### config.mk
export PLATFORM = sky130hd
export DESIGN_NAME = task7_stream_ctrl
export DESIGN_NICKNAME = d
export VERILOG_FILES = /design/src/rtl/task7_stream_ctrl.sv
export SDC_FILE = /design/constraint.sdc
export NUM_CORES = 1
export LEC_CHECK = 0
export ABC_AREA = 1
export BUFFER_PORTS_ARGS = -buffer_cell sky130_fd_sc_hd__buf_2
export CORE_ASPECT_RATIO = 1.25
export CORE_MARGIN = 2
export CORE_UTILIZATION = 60
export CTS_BUF_LIST = sky130_fd_sc_hd__clkbuf_8
export DETAILED_ROUTE_END_ITERATION = 10
export PLACE_DENSITY = 0.87
export RECOVER_POWER = 100
export SLEW_MARGIN = 30
export SYNTH_ARGS = -nofsm -noshare
export SYNTH_HDL_FRONTEND = slang
export SYNTH_SLANG_ARGS = --single-unit
### constraint.sdc
create_clock -name clk -period 3.05 [get_ports clk]
set_clock_uncertainty 0.05 [all_clocks]
set_input_delay 0.305 -clock clk [delete_from_list [all_inputs] [get_ports clk]]
set_output_delay 0.305 -clock clk [all_outputs]
set_load 0.02 [all_outputs]
### src/rtl/task7_stream_ctrl.sv
// Feeds a fixed-latency, non-stallable datapath (LATENCY cycles in to out) and queues results in a FWFT FIFO.
// Credit admission (occ < DEPTH) stalls only the input side; optional NaN/Inf bypass via TASK7_NAN_BYPASS_EN.

module task7_fifo #(
  parameter int W     = 32,
  parameter int DEPTH = 8
) (
  input  logic         clk,
  input  logic         reset_n,
  input  logic         wr_vld,
  input  logic [W-1:0] wr_dat,
  input  logic         rd_rdy,
  output logic         rd_vld,
  output logic [W-1:0] rd_dat
);
  localparam int AW = (DEPTH > 1) ? $clog2(DEPTH) : 1;
  localparam int PW = AW + 1;
  localparam logic [PW-1:0] PTR_ONE = PW'(1);

  logic [PW-1:0] wr_ptr_q, wr_ptr_d, rd_ptr_q, rd_ptr_d;
  logic [W-1:0]  mem_q [DEPTH];
  logic          pop;

  // Write never checks for full: the caller's credit scheme guarantees room.
  always_comb begin
    rd_vld   = (wr_ptr_q != rd_ptr_q);
    rd_dat   = rd_vld ? mem_q[rd_ptr_q[AW-1:0]] : '0;
    pop      = rd_vld && rd_rdy;
    wr_ptr_d = wr_vld ? wr_ptr_q + PTR_ONE : wr_ptr_q;
    rd_ptr_d = pop    ? rd_ptr_q + PTR_ONE : rd_ptr_q;
  end

  always_ff @(posedge clk or negedge reset_n) begin
    if (!reset_n) begin
      wr_ptr_q <= '0;
      rd_ptr_q <= '0;
    end else begin
      wr_ptr_q <= wr_ptr_d;
      rd_ptr_q <= rd_ptr_d;
    end
  end

  always_ff @(posedge clk) begin
    if (wr_vld) mem_q[wr_ptr_q[AW-1:0]] <= wr_dat;
  end
endmodule

module task7_stream_ctrl #(
  parameter int LATENCY = 20,
  parameter int DEPTH   = 8
) (
  input  logic        clk,
  input  logic        reset_n,
  input  logic        in_valid,
  output logic        in_ready,
  input  logic [31:0] in_data,
  output logic [31:0] dp_data,
  input  logic [31:0] dp_result,
  output logic        out_valid,
  input  logic        out_ready,
  output logic [31:0] out_data,
  output logic        busy
);
  localparam int OW = $clog2(DEPTH + 1);
  localparam logic [OW-1:0] OCC_MAX = OW'(DEPTH);
  localparam logic [OW-1:0] OCC_ONE = OW'(1);

  logic [OW-1:0]      occ_q, occ_d;
  logic [LATENCY-1:0] vld_sr_q, vld_sr_d;
  logic [31:0]        dp_data_q, dp_data_d;
  logic               accept, pop, cap;
  logic [31:0]        cap_dat;

  // occ covers in-flight plus queued samples, so capture never changes it.
  always_comb begin
    in_ready  = (occ_q < OCC_MAX);
    accept    = in_valid && in_ready;
    pop       = out_valid && out_ready;
    cap       = vld_sr_q[LATENCY-1];
    vld_sr_d  = {vld_sr_q[LATENCY-2:0], accept};
    dp_data_d = accept ? in_data : dp_data_q;
    occ_d     = occ_q;
    if (accept && !pop)      occ_d = occ_q + OCC_ONE;
    else if (!accept && pop) occ_d = occ_q - OCC_ONE;
    busy      = (occ_q != '0);
  end

`ifdef TASK7_NAN_BYPASS_EN
  logic [LATENCY-1:0] nan_sr_q, nan_sr_d;

  always_comb begin
    nan_sr_d = {nan_sr_q[LATENCY-2:0], accept && (in_data[30:23] == 8'hFF)};
    cap_dat  = nan_sr_q[LATENCY-1] ? 32'h7FC0_0000 : dp_result;
  end

  always_ff @(posedge clk or negedge reset_n) begin
    if (!reset_n) nan_sr_q <= '0;
    else          nan_sr_q <= nan_sr_d;
  end
`else
  always_comb cap_dat = dp_result;
`endif

  always_ff @(posedge clk or negedge reset_n) begin
    if (!reset_n) begin
      occ_q     <= '0;
      vld_sr_q  <= '0;
      dp_data_q <= '0;
    end else begin
      occ_q     <= occ_d;
      vld_sr_q  <= vld_sr_d;
      dp_data_q <= dp_data_d;
    end
  end

  assign dp_data = dp_data_q;

  task7_fifo #(.W(32), .DEPTH(DEPTH)) u_out_fifo (
    .clk     (clk),
    .reset_n (reset_n),
    .wr_vld  (cap),
    .wr_dat  (cap_dat),
    .rd_rdy  (out_ready),
    .rd_vld  (out_valid),
    .rd_dat  (out_data)
  );
endmodule

==> results_tabular.tex, run 1 <==
\begin{tabular}{lr}
\hline
Metric & Value \\
\hline
\multicolumn{2}{l}{\textbf{Worst setup path}} \\
\quad Category of the most critical setup path & reg2out \\
\quad Type of element capturing the critical path & output port \\
\quad Launching instance or port of the critical path & u\_out\_fifo.rd\_ptr\_q[1] \\
\quad Launching point of the worst reg2reg path & u\_out\_fifo.wr\_ptr\_q[0] \\
\quad Crit path required time & 2.69 ns \\
\quad Maximum net fanout on the critical path & 37 \\
\quad Signal arrival time at the worst endpoint & 2.50 ns \\
\quad Sort of element at the start of the critical path & register \\
\multicolumn{2}{l}{\textbf{Route}} \\
\quad Routed wire per std cell & around 17 um \\
\quad Number of nets with antenna violations after routing & 0 \\
\quad Met2 wire len & approximately 16000 um \\
\quad Max layer used & met4 \\
\quad Post-route DRC violation count & 0 \\
\quad Wl on met1 & roughly 11000 um \\
\quad Drt initial violations & 913 \\
\quad Mean number of vias per cell & around 5.5 \\
\quad Total wire length & roughly 30000 um \\
\quad Overall via count from detail\_route & between 9000 and 10000 \\
\quad Met3 routed WL & approximately 2500 um \\
\quad Number of detailed-routing iterations run before antenna repair & 6 \\
\multicolumn{2}{l}{\textbf{Timing}} \\
\quad Transition time of the tightest slew-check pin & just over 2 ns \\
\quad Final Hold Violating Endpoints & 0 \\
\quad Max-slew violation count & 30 \\
\quad RSZ-0062 raised after global routing & no \\
\quad Crit path setup slack, layout & 0.1933 ns \\
\quad Post-route setup TNS & 0 ns \\
\quad Final critical path time including I/O delays and setup & roughly 2.9 ns \\
\quad Max Clk Rate & around 0.35 GHz \\
\quad Final-layout worst hold slack & 0.2769 ns \\
\quad Final setup violation count & 0 \\
\quad Slew headroom & -0.3847 \\
\quad Final period utilization & 0.9366 \\
\multicolumn{2}{l}{\textbf{Yosys}} \\
\quad Ranking of synthesized cells by area & sky130\_fd\_sc\_hd\_\_edfxtp\_1 59\%, sky130\_fd\_sc\_hd\_\_dfrtp\_1 12\%, sky130\_fd\_sc\_hd\_\_nand2\_1 11\%, sky130\_fd\_sc\_hd\_\_nor2\_1 5.9\%, sky130\_fd\_sc\_hd\_\_nand3\_1 2.7\% \\
\quad Most frequent cell after synthesis & sky130\_fd\_sc\_hd\_\_nand2\_1 \\
\quad Area fraction in and, or, nand and nor cells after synthesis & 0.2015 \\
\quad Leading cell types by count after synthesis & 392 x sky130\_fd\_sc\_hd\_\_nand2\_1, 256 x sky130\_fd\_sc\_hd\_\_edfxtp\_1, 205 x sky130\_fd\_sc\_hd\_\_nor2\_1 \\
\quad Number of synthesized register bits & 320 \\
\quad Area of the mapped netlist & $\sim$13000 um\^{}2 \\
\quad Top flip-flop cell by instance count after synthesis & sky130\_fd\_sc\_hd\_\_edfxtp\_1 \\
\quad Mux share of post-synthesis cell area & 0 \\
\quad Number of instances in the synthesized netlist & about 1200 \\
\quad Compound-Gate Fraction of Synth Area & 0.02546 \\
\quad Fraction of synthesized cell area taken by the top area cell type & 0.5924 \\
\quad Count of unique library cells instantiated by Yosys & 20 \\
\quad XOR/XNOR share of the synthesized area & 0.005400 \\
\quad Top cell type by total area after synthesis & sky130\_fd\_sc\_hd\_\_edfxtp\_1 \\
\quad Largest family of logic cells by synthesized area & simple AND/OR/NAND/NOR gates \\
\quad Arithmetic-cell share of the synthesized area counting full adders, half adders and majority gates & 0.006364 \\
\quad Number of synthesized flops with an enable pin & 256 \\
\quad Sequential cell area fraction in the yosys report & 0.7158 \\
\quad Syn avg cell area & around 11 um\^{}2 \\
\quad Async set or reset register ratio after synthesis & 0.2000 \\
\quad Total nets after synthesis & around 1300 \\
\quad Total number of yosys warnings & 0 \\
\multicolumn{2}{l}{\textbf{Global routing}} \\
\quad Number of global-route vias before repair & between 9000 and 10000 \\
\quad Maximum number of pins on one net before global-route repair & 130 \\
\quad Initial antenna violation count & 0 \\
\quad Global-route wire length before repair & about 48000 um \\
\quad GR Util All Layers & 0.2701 \\
\quad Global-route congestion overflow total & 0 \\
\multicolumn{2}{l}{\textbf{Placement}} \\
\quad Pre-CTS setup slack & 0.6239 ns \\
\quad Count of buffers from port buffering & $\sim$130 \\
\quad RePlAce Congestion & 0.7652 \\
\quad Placed wire-length estimate after detailed placement & between 15000 and 20000 um \\
\multicolumn{2}{l}{\textbf{CTS}} \\
\quad TritonCTS Buffers & 46 \\
\quad Level count of the clock H-tree & 2 \\
\quad Master cell of the clock root buffer & sky130\_fd\_sc\_hd\_\_clkbuf\_8 \\
\quad Clock tree from TritonCTS & done \\
\quad Clock latency of the later-clocked register in the worst-skew pair & $\sim$0.55 ns \\
\quad Clock slew at reported path FFs & about 0.07 ns \\
\quad Clock Path Buffers & 3 \\
\quad Number of sinks driven by the clock tree & 320 \\
\multicolumn{2}{l}{\textbf{Power}} \\
\quad Power density over cell area & a little under 1000 nW/um\^{}2 \\
\quad Max rail drop VDD & 0.7800 mV \\
\quad Standby leakage power & 6.564 nW \\
\multicolumn{2}{l}{\textbf{Die}} \\
\quad Top-Level Pins & between 100 and 150 \\
\quad Die Y & between 150 and 200 um \\
\quad Die Footprint & 22830 um\^{}2 \\
\quad Core region area & 21400 um\^{}2 \\
\quad Initial core utilization & 0.6065 \\
\quad Die Wd & between 100 and 150 um \\
\quad Number of rows in the core area & 60 \\
\multicolumn{2}{l}{\textbf{Cells and area}} \\
\quad Layout overhead on the synthesized area & 19.16\% \\
\quad \# fillers & around 1400 \\
\quad Nets@finish & around 1500 \\
\quad Fraction of final layout cells with drive strength greater than 1 & 0.09409 \\
\quad Number of antenna cells inserted & 0 \\
\multicolumn{2}{l}{\textbf{Outcome}} \\
\quad Violated checks & capacitance limit, slew limit \\
\quad Run status & complete, but fails checks \\
\multicolumn{2}{l}{\textbf{Run}} \\
\quad Max-cap viol count & 2 \\
\multicolumn{2}{l}{\textbf{Worst hold path}} \\
\quad Worst min-delay path class & in2reg \\
\quad Source of the worst hold timing path & in\_valid \\
\hline
\end{tabular}
[final cells by class]
cell class | instances | area, um^2 | area share
repair buffers | 223 | 1418 | 0.09168
inverters | 77 | 291.5 | 0.01885
clock inverters | 28 | 226.5 | 0.01465
well taps | 279 | 349.1 | 0.02258
clock buffers | 57 | 784.5 | 0.05074
flip-flops and latches | 320 | 9298 | 0.6013
multi-input cells | 751 | 3095 | 0.2002
[cells in the final DEF (no fill, tap or decap), drive strengths merged]
master	count
clkbuf	167
buf	47
ha	5
nor2	205
dfrtp	64
nand2b	1
bufinv	4
nand3	71
or2	1
dlygate4sd3	66
o21ai	66
clkinvlp	1
clkinv	13
xnor2	3
inv	87
nand2	393
xor2	5
edfxtp	256
fa	1
[kinds of logic (layout without fill, tap and decap cells)]
logic type | Yosys count | in the layout
AO/OA/AOI/OAI | 66 | 66
XOR/XNOR | 8 | 8
adder cells (fa/ha/maj) | 6 | 6
buffers and inverters | 138 | 385
flip-flops | 320 | 320
AND/OR/NAND/NOR | 671 | 671
[routing by layer]
| layer | track usage | vias up |
|---|---|---|
| met4 | 0.1277 | 0 |
| met1 | 0.3277 | 4535 |
| met2 | 0.4663 | 519 |
| met5 | 0 | - |
| li1 | - | 4359 |
| met3 | 0.05239 | 94 |
[sequential cells by signal (all words and copies together) (netlist names)]
| name | flops |
|---|---|
| vld_sr_q | 20 |
| occ_q | 4 |
| u_out_fifo.mem_q | 256 |
| u_out_fifo.wr_ptr_q | 4 |
| dp_data | 32 |
| u_out_fifo.rd_ptr_q | 4 |
[worst max-delay path, cell delays in order, from the launching register on]
cell and delay, ns:
sky130_fd_sc_hd__dfrtp_4 0.61, sky130_fd_sc_hd__inv_2 0.12, sky130_fd_sc_hd__nand2_1 0.08, sky130_fd_sc_hd__nand2_1 0.09, sky130_fd_sc_hd__nor2_1 0.04, sky130_fd_sc_hd__nand2_1 0.10
sky130_fd_sc_hd__buf_6 0.35, sky130_fd_sc_hd__nand2_1 0.13, sky130_fd_sc_hd__nor2_1 0.15, sky130_fd_sc_hd__clkbuf_1 0.27
[power breakdown]
| part | total, mW | switching, mW | internal (mW) |
|---|---|---|---|
| logic | 5.79 | 4.17 | 1.62 |
| clock network | 3.61 | 1.58 | 2.04 |
| registers | 5.89 | 0.391 | 5.50 |
| total | 15.3 | 6.14 | 9.15 |
[metrics by stage]
step,total power [mW],utilization,instance area (um^2),std cells
final,15.29,0.7227,15460,1735
after global routing,16.16,0.7227,15460,1735
after CTS,15.45,0.7330,15680,1735
after detailed placement,11.75,0.6549,14010,1584
after global placement,11.52,0.6549,14010,1584
after floorplan,9.896,-,12980,1209
[timing repair]
action	in CTS	in global routing
setup buffers	0	0
hold buffers	66	0
endpoints found under the setup margin	0	24
endpoints found under the hold margin	311	0
gates resized for setup	0	4
[path summary, 6_finish.rpt]
path | to | slack [ns] | depth (start not counted)
worst min register to register | vld_sr_q[14] | 0.28 | 0
worst max register to register | u_out_fifo.mem_q[3][0] | 0.20 | 3
min in group asynchronous | dp_data[26] | 0.49 | 2
worst max-delay path | out_data[5] | 0.19 | 9
worst min-delay path | dp_data[16] | 0.28 | 5
max in group asynchronous | dp_data[12] | 0.84 | 3
(Power assumes the default switching activity.)
==> run 2: changes to the inputs <==
Settings changed: SKIP_LAST_GASP set to 1.
Clock period 3.05 ns to 3.7 ns, I/O delays scaled along.
==> results_tabular.tex, run 2 (synthesis gave the netlist of run 1 again) <==
\begin{tabular}{lr}
\hline
Metric & Value \\
\hline
\multicolumn{2}{l}{\textbf{Timing}} \\
\quad Post-route setup TNS & 0 ns (unchanged) \\
\quad Slew headroom & -0.5910 (was -0.3847) \\
\quad Crit path setup slack, layout & 0.4358 ns (was 0.1933 ns) \\
\quad Transition time of the tightest slew-check pin & 2.378 ns (was 2.069 ns) \\
\quad Max Clk Rate & 0.3064 GHz \\
\quad Final period utilization & 0.8822 \\
\quad Final Hold Violating Endpoints & 0 (unchanged) \\
\quad RSZ-0062 raised after global routing & no (unchanged) \\
\quad Final critical path time including I/O delays and setup & roughly 3.3 ns \\
\quad Max-slew violation count & 169 (was 30) \\
\quad Final setup violation count & 0 (unchanged) \\
\multicolumn{2}{l}{\textbf{Worst setup path}} \\
\quad Sort of element at the start of the critical path & register (unchanged) \\
\quad Crit path required time & 3.89 ns (was 2.69 ns) \\
\quad Slowest cell on the critical path & sky130\_fd\_sc\_hd\_\_nor2\_1 (was sky130\_fd\_sc\_hd\_\_dfrtp\_4) \\
\quad Critical Path, Cell by Cell & nand2\_1 -> nor2\_1 -> buf\_4 (was inv\_2 -> nand2\_1 -> nand2\_1 -> nor2\_1 -> nand2\_1 -> buf\_6 -> nand2\_1 -> nor2\_1 -> clkbuf\_1) \\
\quad Launching instance or port of the critical path & vld\_sr\_q[19] (was u\_out\_fifo.rd\_ptr\_q[1]) \\
\quad Maximum cell stage delay along the critical path & 1.79 ns (was 0.61 ns) \\
\quad Category of the most critical setup path & reg2reg (was reg2out) \\
\quad Launching point of the worst reg2reg path & vld\_sr\_q[19] (was u\_out\_fifo.wr\_ptr\_q[0]) \\
\quad Type of element capturing the critical path & register (was output port) \\
\quad Maximum net fanout on the critical path & 23 (was 37) \\
\quad Signal arrival time at the worst endpoint & 3.45 ns (was 2.50 ns) \\
\multicolumn{2}{l}{\textbf{Global routing}} \\
\quad GR Util All Layers & 0.2571 (was 0.2701) \\
\quad Global-route wire length before repair & 45290 um (was 47750 um) \\
\quad Global-route congestion overflow total & 0 (unchanged) \\
\quad Initial antenna violation count & 1 (was 0) \\
\quad Number of global-route vias before repair & 9192 (was 9770) \\
\quad Maximum number of pins on one net before global-route repair & 85 (was 130) \\
\multicolumn{2}{l}{\textbf{Worst hold path}} \\
\quad Worst min-delay path class & in2reg (unchanged) \\
\quad Source of the worst hold timing path & in\_data[14] (was in\_valid) \\
\multicolumn{2}{l}{\textbf{Power}} \\
\quad Max rail drop VDD & 0.6400 mV (was 0.7800 mV) \\
\quad Standby leakage power & 6.315 nW (was 6.564 nW) \\
\quad Power density over cell area & 802.2 nW/um\^{}2 (was 989.0 nW/um\^{}2) \\
\multicolumn{2}{l}{\textbf{Placement}} \\
\quad RePlAce Congestion & 0.7843 (was 0.7652) \\
\quad Placed wire-length estimate after detailed placement & 16360 um (was 16180 um) \\
\quad Pre-CTS setup slack & 1.122 ns (was 0.6239 ns) \\
\quad Count of buffers from port buffering & 134 (unchanged) \\
\multicolumn{2}{l}{\textbf{Run}} \\
\quad Max-cap viol count & 8 (was 2) \\
\multicolumn{2}{l}{\textbf{CTS}} \\
\quad Master cell of the clock root buffer & sky130\_fd\_sc\_hd\_\_clkbuf\_8 (unchanged) \\
\quad Clock slew at reported path FFs & 0.06 ns (was 0.07 ns) \\
\quad TritonCTS Buffers & 44 (was 46) \\
\quad Clock Path Buffers & 3 (unchanged) \\
\quad Number of sinks driven by the clock tree & 320 (unchanged) \\
\quad Clock tree from TritonCTS & done (unchanged) \\
\quad Level count of the clock H-tree & 2 (unchanged) \\
\quad Number of buffers added for setup after CTS & 0 (unchanged) \\
\quad Clock latency of the later-clocked register in the worst-skew pair & 0.55 ns (about the same) \\
\multicolumn{2}{l}{\textbf{Cells and area}} \\
\quad Share of the core filled with cells & 0.6950 (was 0.7227) \\
\quad \# fillers & 1482 (was 1360) \\
\quad Layout overhead on the synthesized area & 14.59\% (was 19.16\%) \\
\quad Fraction of final layout cells with drive strength greater than 1 & 0.08139 (was 0.09409) \\
\quad Largest register FFs & 256 (unchanged) \\
\quad Nets@finish & 1452 (was 1493) \\
\quad Commonest non-fill, non-tap cell in the layout & sky130\_fd\_sc\_hd\_\_nand2\_1 (unchanged) \\
\quad Commonest non-fill, non-tap cells in the layout & 393 x sky130\_fd\_sc\_hd\_\_nand2\_1, 256 x sky130\_fd\_sc\_hd\_\_edfxtp\_1, 205 x sky130\_fd\_sc\_hd\_\_nor2\_1 (unchanged) \\
\quad Number of antenna cells inserted & 0 (unchanged) \\
\multicolumn{2}{l}{\textbf{Route}} \\
\quad Post-route DRC violation count & 0 (unchanged) \\
\quad Overall via count from detail\_route & 9051 (was 9507) \\
\quad Mean number of vias per cell & 5.349 (was 5.480) \\
\quad Number of nets with antenna violations after routing & 0 (unchanged) \\
\quad Routed wire per std cell & 17.01 um (was 17.39 um) \\
\quad Drt initial violations & 960 (was 913) \\
\quad Total wire length & 28780 um (was 30170 um) \\
\quad Number of detailed-routing iterations run before antenna repair & 5 (was 6) \\
\multicolumn{2}{l}{\textbf{Die}} \\
\quad Die Y & 168.4 um (unchanged) \\
\quad Core region area & 21400 um\^{}2 (unchanged) \\
\quad Die Wd & 135.5 um (unchanged) \\
\quad Top-Level Pins & 135 (unchanged) \\
\quad Number of rows in the core area & 60 (unchanged) \\
\quad Die Footprint & 22830 um\^{}2 (unchanged) \\
\quad Initial core utilization & 0.6065 (unchanged) \\
\multicolumn{2}{l}{\textbf{Outcome}} \\
\quad Violated checks & capacitance limit, slew limit (unchanged) \\
\quad Run status & complete, but fails checks (unchanged) \\
\hline
\end{tabular}
## run 2: changes by cell type in the layout (fill, tap and decap cells not counted), sizes merged
cell         delta
dlygate4sd3    -35
clkinvlp        +1
buf             +2
clkinv          -2
bufinv          -4
inv            +10
clkbuf         -15
## run 2: critical path: cells and delay by family (launching register included)
kind | cells | cell delay, ns
buf+inv | 1 | 0.47
flops | 1 | 0.49
simple gates | 2 | 1.95
## run 2: final timing paths
kind	end	slack, ns	cells past startpoint
max in group asynchronous	u_out_fifo.rd_ptr_q[0]	1.15	3
max reg2reg	u_out_fifo.mem_q[3][7]	0.44	3
min reg2reg	vld_sr_q[9]	0.30	0
max	u_out_fifo.mem_q[3][7]	0.44	3
min	dp_data[14]	0.05	3
min in group asynchronous	dp_data[28]	0.78	2
## run 2: layout make-up
class / instances / area, um^2 / area share
multi-input combinational: 751 / 3095 / 0.2082
clock buffer: 48 / 660.6 / 0.04443
tap: 279 / 349.1 / 0.02348
clock inverter: 33 / 137.6 / 0.009256
timing repair buffer: 184 / 1040 / 0.06993
sequential: 320 / 9295 / 0.6251
inverter: 77 / 291.5 / 0.01961
## run 2: through the flow
| stage | hold WS (ns) | cells | power [mW] | area [um^2] |
|---|---|---|---|---|
| floorplan | 0.02441 | 1209 | 8.157 | 12980 |
| global placement | 0.2833 | 1578 | 9.414 | 13900 |
| detailed placement | 0.2847 | 1580 | 9.633 | 13960 |
| CTS | 0.006818 | 1692 | 12.10 | 15070 |
| global route | 0.02507 | 1692 | 12.66 | 14870 |
| finish | 0.04627 | 1692 | 11.93 | 14870 |
## run 2: routing by layer
layer / track usage / routed length, um
met1: 0.3011 / 10570
met2: 0.4599 / 15160
met3: 0.05179 / 2129
met4: 0.1082 / 903
met5: 0 / 8
## run 2: repair_timing
action,CTS,global route
hold buffers,31,0
gates resized for setup,0,0
endpoints found under the hold margin,63,0
## run 2: power by group
group          leakage [nW]  switching [mW]  internal, mW
combinational          2.73            3.32          1.28
sequential             3.11           0.341          4.53
clock                 0.481            1.25          1.20
==> run 3: changes to the inputs <==
Settings changed: CORE_MARGIN 2 to 10.
==> results_tabular.tex, run 3 (synthesis gave the netlist of run 1 again) <==
\begin{tabular}{lr}
\hline
Metric & Value \\
\hline
\multicolumn{2}{l}{\textbf{Placement}} \\
\quad RePlAce Congestion & 0.7970 (was 0.7843) \\
\quad Count of buffers from port buffering & 134 (unchanged) \\
\quad Cell total after placement & 1581 (was 1580) \\
\quad Placed wire-length estimate after detailed placement & 17230 um (was 16360 um) \\
\multicolumn{2}{l}{\textbf{Timing}} \\
\quad Max Clk Rate & 0.2886 GHz (was 0.3064 GHz) \\
\quad Max-slew violation count & 139 (was 169) \\
\quad Slew headroom & -0.6448 (was -0.5910) \\
\quad Final setup violation count & 0 (unchanged) \\
\quad Transition time of the tightest slew-check pin & 2.458 ns (was 2.378 ns) \\
\quad Final critical path time including I/O delays and setup & 3.466 ns (was 3.264 ns) \\
\quad RSZ-0062 raised after global routing & no (unchanged) \\
\quad Final-layout worst hold slack & 0.08561 ns (was 0.04627 ns) \\
\quad Post-route setup TNS & 0 ns (unchanged) \\
\quad Final Hold Violating Endpoints & 0 (unchanged) \\
\quad Final period utilization & 0.9366 (was 0.8822) \\
\multicolumn{2}{l}{\textbf{Outcome}} \\
\quad Violated checks & capacitance limit, slew limit (unchanged) \\
\quad Run status & complete, but fails checks (unchanged) \\
\multicolumn{2}{l}{\textbf{Worst setup path}} \\
\quad Sort of element at the start of the critical path & register (unchanged) \\
\quad Type of element capturing the critical path & output port (was register) \\
\quad Category of the most critical setup path & reg2out (was reg2reg) \\
\quad Register-to-register path setup slack & 0.35 ns (was 0.44 ns) \\
\quad Maximum net fanout on the critical path & 84 (was 23) \\
\quad Crit path required time & 3.28 ns (was 3.89 ns) \\
\quad Signal arrival time at the worst endpoint & 3.05 ns (was 3.45 ns) \\
\multicolumn{2}{l}{\textbf{Cells and area}} \\
\quad Number of standard cells in the layout, taps in and fillers out & 1704 (was 1692) \\
\quad Largest register FFs & 256 (unchanged) \\
\quad Commonest non-fill, non-tap cell in the layout & sky130\_fd\_sc\_hd\_\_nand2\_1 (unchanged) \\
\quad \# fillers & 1442 (was 1482) \\
\quad Fraction of final layout cells with drive strength greater than 1 & 0.09474 (was 0.08139) \\
\quad Nets@finish & 1459 (was 1452) \\
\quad Number of antenna cells inserted & 0 (unchanged) \\
\quad Commonest non-fill, non-tap cells in the layout & 393 x sky130\_fd\_sc\_hd\_\_nand2\_1, 256 x sky130\_fd\_sc\_hd\_\_edfxtp\_1, 205 x sky130\_fd\_sc\_hd\_\_nor2\_1 (unchanged) \\
\quad Layout overhead on the synthesized area & 15.41\% (was 14.59\%) \\
\multicolumn{2}{l}{\textbf{CTS}} \\
\quad Clock Path Buffers & 3 (unchanged) \\
\quad Level count of the clock H-tree & 2 (unchanged) \\
\quad Clock slew at reported path FFs & 0.06 ns (about the same) \\
\quad TritonCTS Buffers & 48 (was 44) \\
\quad Number of buffers added for setup after CTS & 0 (unchanged) \\
\quad Count of cells resized by post-cts repair & 0 (unchanged) \\
\quad Clock latency of the later-clocked register in the worst-skew pair & 0.55 ns (about the same) \\
\quad Master cell of the clock root buffer & sky130\_fd\_sc\_hd\_\_clkbuf\_8 (unchanged) \\
\quad Clock tree from TritonCTS & done (unchanged) \\
\quad Number of sinks driven by the clock tree & 320 (unchanged) \\
\multicolumn{2}{l}{\textbf{Global routing}} \\
\quad Maximum number of pins on one net before global-route repair & 85 (unchanged) \\
\quad GR Util All Layers & 0.2152 (was 0.2571) \\
\quad Initial antenna violation count & 1 (unchanged) \\
\quad Global-route wire length before repair & 47620 um (was 45290 um) \\
\quad Global-route congestion overflow total & 0 (unchanged) \\
\quad Number of global-route vias before repair & 9649 (was 9192) \\
\multicolumn{2}{l}{\textbf{Route}} \\
\quad Post-route DRC violation count & 0 (unchanged) \\
\quad Mean number of vias per cell & 5.363 (was 5.349) \\
\quad Drt initial violations & 656 (was 960) \\
\quad Overall via count from detail\_route & 9139 (was 9051) \\
\quad Number of nets with antenna violations after routing & 0 (unchanged) \\
\quad Total wire length & 29960 um (was 28780 um) \\
\quad Number of detailed-routing iterations run before antenna repair & 5 (unchanged) \\
\quad Routed wire per std cell & 17.58 um (was 17.01 um) \\
\multicolumn{2}{l}{\textbf{Power}} \\
\quad Net switching power figure & 4.984 mW (was 4.917 mW) \\
\quad Portion of total power attributed to sequential cells & 0.402 (was 0.408) \\
\quad Power density over cell area & 817.9 nW/um\^{}2 (was 802.2 nW/um\^{}2) \\
\quad Combinational cell fraction of total power & 0.374 (was 0.386) \\
\quad Max rail drop VDD & 0.4574 mV (was 0.6400 mV) \\
\quad Pwr Total & 12.25 mW (was 11.93 mW) \\
\quad Internal Power & 7.265 mW (was 7.011 mW) \\
\quad Share of total power consumed by net switching & 0.4069 (was 0.4122) \\
\quad Standby leakage power & 6.386 nW (was 6.315 nW) \\
\quad Proportion of power drawn by the clock network & 0.224 (was 0.205) \\
\multicolumn{2}{l}{\textbf{Die}} \\
\quad Die Footprint & 27950 um\^{}2 (was 22830 um\^{}2) \\
\quad Die Y & 184.4 um (was 168.4 um) \\
\quad Number of rows in the core area & 60 (unchanged) \\
\quad Initial core utilization & 0.6065 (unchanged) \\
\quad Top-Level Pins & 135 (unchanged) \\
\quad Core region area & 21400 um\^{}2 (unchanged) \\
\quad Die Wd & 151.5 um (was 135.5 um) \\
\multicolumn{2}{l}{\textbf{Worst hold path}} \\
\quad Worst min-delay path class & in2reg (unchanged) \\
\multicolumn{2}{l}{\textbf{Run}} \\
\quad Max-cap viol count & 6 (was 8) \\
\hline
\end{tabular}
run 3: final timing paths:
path | from | end | cells after the start
setup / recovery | u_out_fifo.rd_ptr_q[0] | out_data[22] | 8
hold / removal | out_ready | u_out_fifo.rd_ptr_q[1] | 3
setup reg to reg | u_out_fifo.wr_ptr_q[0] | u_out_fifo.mem_q[6][11] | 4
hold reg to reg | vld_sr_q[8] | vld_sr_q[9] | 0
max in group asynchronous | reset_n | u_out_fifo.rd_ptr_q[0] | 3
min in group asynchronous | reset_n | dp_data[24] | 2
run 3: worst max-delay path, cell delays in order, from the launching register on:
cell	delay, ns
sky130_fd_sc_hd__dfrtp_4	0.77
sky130_fd_sc_hd__buf_4	0.78
sky130_fd_sc_hd__nor2_1	0.13
sky130_fd_sc_hd__nor2_1	0.15
sky130_fd_sc_hd__o21ai_0	0.13
sky130_fd_sc_hd__nand2_1	0.09
sky130_fd_sc_hd__nor2_1	0.04
sky130_fd_sc_hd__nor2_1	0.16
sky130_fd_sc_hd__clkbuf_2	0.20
run 3: cell type report:
type / count / area (um^2) / share of cell area
Inverter: 77 / 291.5 / 0.01947
Sequential cell: 320 / 9295 / 0.6207
Clock buffer: 52 / 715.7 / 0.04779
Clock inverter: 38 / 216.5 / 0.01445
Timing Repair Buffer: 187 / 1012 / 0.06759
Tap cell: 279 / 349.1 / 0.02331
Multi-Input combinational cell: 751 / 3095 / 0.2067
run 3: per-stage QoR:
stage                     utilization  cell area [um^2]  setup WS [ns]
after floorplan                     -             12980          1.281
after global placement         0.6504             13910         0.9264
after detailed placement       0.6504             13910         0.8248
after CTS                      0.7094             15180         0.2378
after global routing           0.6999             14980        0.02453
final                          0.6999             14980         0.2345
run 3: repair_timing:
item / in CTS / in global routing
endpoints found under the hold margin: 69 / 0
hold buffers: 33 / 0
setup endpoints to repair: 0 / 0
run 3: power groups by stage:
stage / registers (mW) / logic [mW] / clock network (mW)
floorplan: 5.01 / 3.15 / 0
global placement: 4.92 / 4.56 / 0
detailed placement: 4.95 / 4.72 / 0
CTS: 4.89 / 4.77 / 2.79
global route: 4.98 / 5.11 / 2.96
finish: 4.92 / 4.58 / 2.74
run 3: metal layers:
layer | track usage | share of wire
met5 | 0 | 0.00043
met2 | 0.3695 | 0.51
met4 | 0.08594 | 0.026
met1 | 0.2429 | 0.37
met3 | 0.06798 | 0.10
